`src/rtl/accu_uart_tx.sv`:
```
// Sends a captured 16-bit accumulator as two 8N1 UART bytes (low first); TX falls one enabled cycle after acceptance.
// Requests are taken only in IDLE (including the done cycle); store_accu is ignored while busy, everything freezes while ce=0.
module accu_uart_tx #(
  parameter int CLKS_PER_BIT = 868
) (
  input  logic        clk,
  input  logic        rst,
  input  logic        ce,
  input  logic        store_accu,
  input  logic [15:0] DATA_IN,
  output logic        TX,
  output logic        busy,
  output logic        done
);

  typedef enum logic [1:0] {IDLE, START, DATA, STOP} state_t;

  localparam logic [15:0] BIT_LAST = 16'(CLKS_PER_BIT - 1);

  state_t      state, state_nxt;
  logic [15:0] bit_timer, bit_timer_nxt;
  logic [15:0] shadow, shadow_nxt;
  logic [2:0]  bit_idx, bit_idx_nxt;
  logic [2:0]  idx_inc;
  logic        byte_sel, byte_sel_nxt;
  logic        tx_nxt, done_nxt;
  logic [7:0]  cur_byte;
  logic        bit_end;

  assign cur_byte = byte_sel ? shadow[15:8] : shadow[7:0];
  assign bit_end  = (bit_timer == BIT_LAST);
  assign idx_inc  = bit_idx + 3'd1;
  assign busy     = (state != IDLE);

  always_ff @(posedge clk or posedge rst) begin
    if (rst) begin
      state     <= IDLE;
      bit_timer <= 16'd0;
      shadow    <= 16'h0000;
      bit_idx   <= 3'd0;
      byte_sel  <= 1'b0;
      TX        <= 1'b1;
      done      <= 1'b0;
    end else if (ce) begin
      state     <= state_nxt;
      bit_timer <= bit_timer_nxt;
      shadow    <= shadow_nxt;
      bit_idx   <= bit_idx_nxt;
      byte_sel  <= byte_sel_nxt;
      TX        <= tx_nxt;
      done      <= done_nxt;
    end
  end

  // TX is registered: each branch loads the level of the bit period it enters.
  always_comb begin
    state_nxt     = state;
    bit_timer_nxt = bit_timer + 16'd1;
    shadow_nxt    = shadow;
    bit_idx_nxt   = bit_idx;
    byte_sel_nxt  = byte_sel;
    tx_nxt        = TX;
    done_nxt      = 1'b0;
    case (state)
      IDLE: begin
        bit_timer_nxt = 16'd0;
        if (store_accu) begin
          shadow_nxt   = DATA_IN;
          byte_sel_nxt = 1'b0;
          state_nxt    = START;
          tx_nxt       = 1'b0;
        end
      end
      START: begin
        if (bit_end) begin
          bit_timer_nxt = 16'd0;
          bit_idx_nxt   = 3'd0;
          state_nxt     = DATA;
          tx_nxt        = cur_byte[0];
        end
      end
      DATA: begin
        if (bit_end) begin
          bit_timer_nxt = 16'd0;
          bit_idx_nxt   = idx_inc;
          if (bit_idx == 3'd7) begin
            state_nxt = STOP;
            tx_nxt    = 1'b1;
          end else begin
            tx_nxt = cur_byte[idx_inc];
          end
        end
      end
      STOP: begin
        if (bit_end) begin
          bit_timer_nxt = 16'd0;
          if (!byte_sel) begin
            // high byte follows immediately, no idle bit between bytes
            byte_sel_nxt = 1'b1;
            state_nxt    = START;
            tx_nxt       = 1'b0;
          end else begin
            state_nxt = IDLE;
            tx_nxt    = 1'b1;
            done_nxt  = 1'b1;
          end
        end
      end
      default: state_nxt = IDLE;
    endcase
  end

endmodule
```
`config.mk`:
```
export PLATFORM = sky130hd
export DESIGN_NAME = accu_uart_tx
export DESIGN_NICKNAME = d
export VERILOG_FILES = /design/src/rtl/accu_uart_tx.sv
export SDC_FILE = /design/constraint.sdc
export NUM_CORES = 1
export LEC_CHECK = 0
export ABC_AREA = 1
export BUFFER_PORTS_ARGS = -buffer_cell sky130_fd_sc_hd__buf_4
export CAP_MARGIN = 10
export CELL_PAD_IN_SITES_DETAIL_PLACEMENT = 0
export CELL_PAD_IN_SITES_GLOBAL_PLACEMENT = 1
export CORE_MARGIN = 1.5
export CORE_UTILIZATION = 35
export CTS_CLUSTER_DIAMETER = 200
export DETAILED_ROUTE_END_ITERATION = 6
export PLACE_DENSITY = 0.7
export RECOVER_POWER = 50
export SYNTH_ARGS = -nofsm -noshare
export SYNTH_HDL_FRONTEND = slang
export SYNTH_SLANG_ARGS = --single-unit
```
`constraint.sdc`:
```
create_clock -name clk -period 1.9 [get_ports clk]
set_input_delay 0.285 -clock clk [delete_from_list [all_inputs] [get_ports clk]]
set_output_delay 0.285 -clock clk [all_outputs]
set_load 0.1 [all_outputs]
```
==> flow_summary.json, run 1 <==
{
  "status": "finished, final reports clean",
  "cts-buffers-inserted": 5,
  "gr-total-overflow": 0,
  "fin_ws_ps": 99.5,
  "detail_route.first_pass.iterations": 4,
  "max_slew.worst_pin.slew_ps": 1030,
  "grt_start_max_net_pins": 41,
  "route.detailed.drc": 0,
  "clock_insertion_delay_worst_skew_ps": 290,
  "post_cts_buffers": 0,
  "gp_congestion": 0.819,
  "power.leakage_uw": 0.00129,
  "r2r_slack_ps": 300,
  "post_dp_cell_area_sq_um": 2480,
  "syn_nets": 310,
  "routed_wl_um": 4950,
  "rsz_0062_raised_after_global_routing": "no",
  "layout.cells.non_filler": 385,
  "ir_drop_v": 0.000437,
  "synth.yosys.seq_area_share_pct": 45.0,
  "routed-via-count": 1843,
  "yosysTopAreaCellShare_pct": 43.8,
  "post-place-ws_ps": 299,
  "max-cap-violations": 0,
  "initial_core_util_pct": 37.0,
  "cts.clk_slew.worst_paths_ps": 80,
  "end_kind": "output port",
  "grt_util_all_layers_pct": 16.6,
  "core.rowCount": 28,
  "critical_path.max_fanout": 6,
  "antenna_found_initial": 0,
  "fin_nets": 337,
  "min_period_ps": 1800,
  "wire_per_inst_um": 12.8,
  "use_met3_pct": 3.93,
  "tritoncts_clock_tree": "yes",
  "place.detailed.instances": 377,
  "route.antenna.remaining_nets": 0,
  "syn_area_per_cell_sq_um": 7.90,
  "cp_num_buf_inv": 3,
  "die-area_sq_um": 6850,
  "cp_top_family": "buffers and inverters",
  "groute.layer.met2.usage_pct": 23.8,
  "tritoncts_num_sinks": 40,
  "netlist-cell-type-count": 37,
  "cp_slowest_stage_delay_ps": 440,
  "area_growth_pct": 15.2,
  "fin_area_sq_um": 2570,
  "hold_buffers": 0,
  "synth_cells": 282,
  "ctsRootBufferMaster": "clkbuf_8",
  "grt-busiest-layer": "met1",
  "die_x_extent_um": 82.8,
  "final_worst_path_cycle_share_pct": 94.8,
  "timing.critical_path.cells": "inv_1 -> ha_1 -> inv_2 -> buf_4",
  "place.detailed.hpwl_um": 3660,
  "criticalPathCategory": "flop to output port",
  "antennaDiodeCount": 0,
  "synth_area_leader_cell": "dfrtp_1",
  "place.port_buffers": 22,
  "fmax_mhz": 555,
  "mappedNetlistArea_sq_um": 2230,
  "yosys-top-cells-area": "dfrtp_1 (44%), nand2_1 (17%), nand3_1 (4.7%), ha_1 (4.5%), inv_1 (3.9%)",
  "avgViaCountPerCell": 4.79,
  "synth-warning-count": 0,
  "report.final.setup_viol": 0,
  "clock_tree.buffer_depth": 2,
  "yosys_register_bits": 40,
  "fp.dieH_um": 82.8,
  "critPathArrivalTime_ps": 1520,
  "worst_slew_margin_rel_pct": 31.6,
  "post_route_cells_drive_above_1_share_pct": 17.4,
  "cts_resized": 0,
  "drt_iter0_markers": 79,
  "setup-tns-final_ps": 0,
  "first_global_vias": 1763,
  "report.final.hold_viol_count": 0,
  "grt_use_met1_pct": 24.7,
  "timing.critical_path.slowest_stage_cell": "dfrtp_1",
  "htree_num_levels": 2,
  "slew_viol_final": 0,
  "cp-start-kind": "flop",
  "hold_path_class": "primary input to flop",
  "grt_first_pass_wirelength_um": 8510,
  "power.total_uw": 1990,
  "ioPinCount": 23,
  "final.setup_skew_ps": 3.62,
  "cellPowerDensity_nw_per_um2": 774,
  "core_sq_um": 6030,
  "crit_required_ps": 1620
}
layout by cell type (no fill, tap or decap), drive strengths merged, types with 2 or more instances in the layout:
cell type | netlist | final
o21a | 2 | 2
clkbuf | 0 | 9
nor3b | 3 | 3
buf | 5 | 22
nand4 | 6 | 6
a211oi | 2 | 2
clkinv | 0 | 2
inv | 28 | 28
xor2 | 4 | 4
nand3 | 23 | 23
nand2 | 101 | 101
a21oi | 7 | 7
dfrtp | 39 | 39
nor3 | 7 | 7
nor2 | 26 | 26
o21ai | 11 | 11
ha | 8 | 8
o31ai | 2 | 2
worst paths after layout:
check | from | endpoint | cells past startpoint
worst max-delay path | state[0] | busy | 4
worst min-delay path | DATA_IN[3] | shadow[3] | 3
worst max register to register | bit_timer[0] | bit_timer[9] | 8
worst min register to register | TX | TX | 2
max in group asynchronous | rst | shadow[0] | 3
min in group asynchronous | rst | shadow[11] | 3
stage by stage:
stage / utilization [%] / hold slack [ps]
2_1_floorplan: - / 402
3_3_place_gp: 41.1 / 453
3_5_place_dp: 41.1 / 459
4_1_cts: 42.7 / 143
5_1_grt: 42.6 / 170
6_report: 42.6 / 184
logic make-up after synthesis:
group,after synthesis,synth area share [%]
buffers and inverters,33,6.74
adder cells (fa/ha/maj),8,4.49
XOR/XNOR,4,1.57
AO/OA/AOI/OAI,29,8.26
flip-flops,40,45.0
AND/OR/NAND/NOR,168,33.9
power breakdown:
part           internal [uW]  switching, uW  leakage (uW)  total [uW]
logic                    137            200      0.000725         337
clock network            290            306     0.0000510         596
registers                940            111      0.000513        1050
Yosys cell counts (all sizes together):
library cell	instances
a211oi	2
a21boi	1
a21oi	7
a22o	1
a311oi	1
and2	1
buf	5
dfrtp	39
dfstp	1
ha	8
inv	28
nand2	101
nand3	23
nand4	6
nor2	26
nor3	7
nor3b	3
nor4	1
o211ai	1
o21a	2
o21ai	11
o21bai	1
o31ai	2
xor2	4
flip-flops by register name, indices dropped and copies added (netlist names):
| signal | cells |
|---|---|
| TX | 1 |
| bit_idx | 3 |
| bit_timer | 16 |
| done | 1 |
| state | 2 |
| byte_sel | 1 |
| shadow | 16 |
tightest hold or removal path, stage by stage:
cell and delay, ps:
buf_4 70, nand2_1 40, nand2_1 50
cell type report:
| cell class | instances | area, sq um |
|---|---|---|
| sequential | 40 | 1000 |
| multi-input combinational | 209 | 1070 |
| fill | 668 | 3460 |
| timing repair buffer | 25 | 195 |
| inverter | 28 | 108 |
| clock buffer | 6 | 82.6 |
| tap | 75 | 93.8 |
| clock inverter | 2 | 10.0 |
metal layers:
metal	part of all wire, %	vias to the layer above	wire length [um]
met5	0	-	0
met4	0.99	0	49
met3	3.7	6	185
met2	42	30	2050
met1	54	839	2660
li1	-	968	-
No activity file was read; power rests on OpenSTA's default activity.
==> inputs of run 2 (changes only) <==
--- a/config.mk
+++ b/config.mk
@@ -5,7 +5,6 @@
 export SDC_FILE = /design/constraint.sdc
 export NUM_CORES = 1
 export LEC_CHECK = 0
-export ABC_AREA = 1
 export BUFFER_PORTS_ARGS = -buffer_cell sky130_fd_sc_hd__buf_4
 export CAP_MARGIN = 10
 export CELL_PAD_IN_SITES_DETAIL_PLACEMENT = 0
@@ -14,7 +13,7 @@
 export CORE_UTILIZATION = 35
 export CTS_CLUSTER_DIAMETER = 200
 export DETAILED_ROUTE_END_ITERATION = 6
-export PLACE_DENSITY = 0.7
+export PLACE_DENSITY = 0.66
 export RECOVER_POWER = 50
 export SYNTH_ARGS = -nofsm -noshare
 export SYNTH_HDL_FRONTEND = slang
==> run 2 against run 1 <==
Compared with the run above: the flow now finishes with violations (negative setup slack); via count fell by 14%; critical path depth is 2 higher; sequential share of layout area decreased by 3.3 points; setup slack worse by 310 ps; non-clock buffer count is 30 higher; clock power increased by 62%; core utilization increased by 7.4 points; global-route usage is 1.1 points lower; synthesized cell count down 36%; sequential cell count is the same; routed wire length decreased by 11%; register-to-register slack got worse by 510 ps.
==> flow_summary.json, run 2 <==
{
  "reg2regPathDepth": 6,
  "post_route_cells_drive_above_1_share_pct": 43.1,
  "worst_slew_margin_rel_pct": 33.9,
  "synth_enable_flop_cells": 0,
  "cp-start-kind": "flop",
  "core_sq_um": 5610,
  "min_path_cells": 2,
  "postSynth.topFlopCell": "dfrtp_1",
  "synth_compound_gate_area_share_pct": 7.88,
  "gr-total-overflow": 0,
  "most_common_cell_after_layout_fill_and_taps_aside": "buf_4",
  "post-place-ws_ps": -182,
  "min-delay-start": "DATA_IN[0]",
  "criticalPathCategory": "flop to flop",
  "post_synthesis_adder_cell_area_fraction_pct": 4.81,
  "mappedNetlistArea_sq_um": 2080,
  "die-area_sq_um": 6420,
  "syn_area_per_cell_sq_um": 11.6,
  "initial_core_util_pct": 37.1,
  "mostFrequentLayoutCells": "buf_4 (50), dfrtp_1 (39), nor2_1 (18), mux2_2 (16)",
  "largest_family_of_logic_cells_by_synthesized_area": "simple AND/OR/NAND/NOR gates",
  "syn_nets": 208,
  "cts.clk_slew.worst_paths_ps": 80,
  "tritoncts_clock_tree": "yes",
  "synthTopCellsByCount": "dfrtp_1 (39), nor2_1 (18), mux2_2 (17)",
  "htree_num_levels": 2,
  "registers_with_the_most_flip_flops": "bit_timer x16, shadow x16, bit_idx x3",
  "wire_per_inst_um": 14.1,
  "place.detailed.hpwl_um": 3150,
  "fmax_mhz": 473,
  "layout.cells.non_filler": 311,
  "fp.dieH_um": 80.1,
  "worst_r2r_endpoint": "state[1]",
  "yosys_register_bits": 40,
  "parity_gate_share_of_the_synthesized_area_counting_xor_and_xnor_cells_pct": 5.47,
  "avgViaCountPerCell": 5.08,
  "share_of_synthesized_area_spent_on_multiplexers_pct": 15.4,
  "r2r_slack_ps": -210,
  "ctsRootBufferMaster": "clkbuf_8",
  "critPathArrivalTime_ps": 2290,
  "gp_congestion": 0.892,
  "final.setup_skew_ps": 6.68,
  "die_x_extent_um": 80.1,
  "post_dp_cell_area_sq_um": 2570,
  "routed_wl_um": 4390,
  "cellPowerDensity_nw_per_um2": 1260,
  "yosys-top-cells-area": "dfrtp_1 (47%), mux2_2 (9.2%), ha_1 (4.8%), xor2_1 (3.8%), nor2_1 (3.2%)",
  "ioPinCount": 23,
  "report.final.setup_viol": 22,
  "slew_viol_final": 0,
  "rsz_0062_raised_after_global_routing": "yes",
  "synth_area_leader_cell": "dfrtp_1",
  "area_growth_pct": 34.7,
  "fin_nets": 266,
  "core.rowCount": 27,
  "place.port_buffers": 22,
  "clock_tree.buffer_depth": 2,
  "yosysTopAreaCellShare_pct": 46.9,
  "synth_simple_gate_area_share_pct": 15.9,
  "status": "complete, but fails checks",
  "nFillCells": 514,
  "route.detailed.drc": 0,
  "hold_path_class": "primary input to flop",
  "min_to": "shadow[0]",
  "grt_start_max_net_pins": 41,
  "synth.yosys.seq_area_share_pct": 48.2,
  "place.detailed.instances": 297,
  "postSynth.asyncResetShare_pct": 100,
  "violations": "negative setup slack",
  "final_worst_path_cycle_share_pct": 111,
  "route.antenna.remaining_nets": 0,
  "max-cap-violations": 0,
  "hold_buffers": 0,
  "ir_drop_v": 0.000893,
  "routed-via-count": 1579,
  "cts-buffers-inserted": 5,
  "antennaDiodeCount": 0,
  "end_kind": "flop",
  "critical_path.max_fanout": 5,
  "netlist-cell-type-count": 47,
  "tritoncts_num_sinks": 40,
  "min_period_ps": 2110,
  "max_slew.worst_pin.slew_ps": 992,
  "crit_required_ps": 2080,
  "fin_area_sq_um": 2800,
  "drt_iter0_markers": 67,
  "worst_setup_path_startpoint": "bit_timer[2]",
  "clock_insertion_delay_worst_skew_ps": 290,
  "fin_ws_ps": -213,
  "power.leakage_uw": 0.00129,
  "report.final.hold_viol_count": 0,
  "grt_util_all_layers_pct": 15.5,
  "timing.rr.start": "bit_timer[2]",
  "layout.core_utilization_pct": 50.0,
  "yosysMostFrequentCell": "dfrtp_1",
  "first_global_vias": 1677,
  "detail_route.first_pass.iterations": 4,
  "antenna_found_initial": 0,
  "synth-warning-count": 0,
  "grt_first_pass_wirelength_um": 7620,
  "synth_cells": 180
}
## run 2: cell count changes after synthesis, moves of 5 or more
cell and delta:
nor2_1 -5, inv_1 -15, nand3_1 -14, xor2_1 +5, a21oi_1 -5, mux2_2 +17, nand2_1 -89, o21ai_0 -5
mux2i_1 +5
## run 2: logic make-up (layout without fill, tap and decap cells)
logic type / count (synthesis) / in the layout
muxes: 26 / 26
AOI/OAI and AO/OA: 21 / 21
and+or+nand+nor: 60 / 60
xor gates and xnor gates: 13 / 13
DFF: 40 / 40
adders and majority gates: 8 / 8
buffers and inverters: 12 / 71
## run 2: worst max-delay path by stage
stage	end	slack (ps)	cells after the start
2_1_floorplan	state[1]	-240	6
3_3_place_gp	state[1]	-140	7
3_5_place_dp	state[1]	-180	7
4_1_cts	state[1]	-140	7
5_1_grt	state[1]	-280	6
6_report	state[1]	-210	6
## run 2: report_power, final
part | total, uW | internal, uW | switching [uW]
combinational | 1330 | 673 | 656
clock | 963 | 657 | 306
sequential | 1240 | 1100 | 145
total | 3530 | 2430 | 1110
## run 2: timing repair
action                                  CTS  global route
buffers inserted                          3             3
gates cloned                              0             0
endpoints found under the hold margin     0             0
endpoints found under the setup margin   19            22
pin swaps                                 2             5
resized for setup                         5             5
## run 2: final cells by class
type	instances	area, sq um	area share [%]
sequential	40	1000	35.8
tap	72	90.1	3.21
timing repair buffer	55	439	15.7
multi-input combinational	128	1080	38.5
clock inverter	3	90.1	3.21
inverter	8	33.8	1.21
clock buffer	5	68.8	2.46
## run 2: critical path, stage by stage, from the launching register on
cell      delay (ps)
dfrtp_1          380
or4_4            560
nor4_4           300
buf_6            170
o21bai_4          70
a21oi_2          210
mux2_4           320
## run 2: routing by layer
| metal | share of wire [%] | vias up | track usage, % |
|---|---|---|---|
| li1 | - | 757 | - |
| met1 | 42 | 777 | 18.9 |
| met2 | 54 | 39 | 25.8 |
| met3 | 3.3 | 6 | 4.43 |
| met4 | 1.3 | 0 | 5.86 |
| met5 | 0 | - | 0 |
## run 2: stage by stage
step / setup TNS [ps] / hold slack (ps) / total power (uW)
2_1_floorplan: -1660 / 436 / 2120
3_3_place_gp: -377 / 439 / 2420
3_5_place_dp: -503 / 450 / 2480
4_1_cts: -1540 / 125 / 3490
5_1_grt: -4390 / 200 / 3730
6_report: -2530 / 218 / 3530
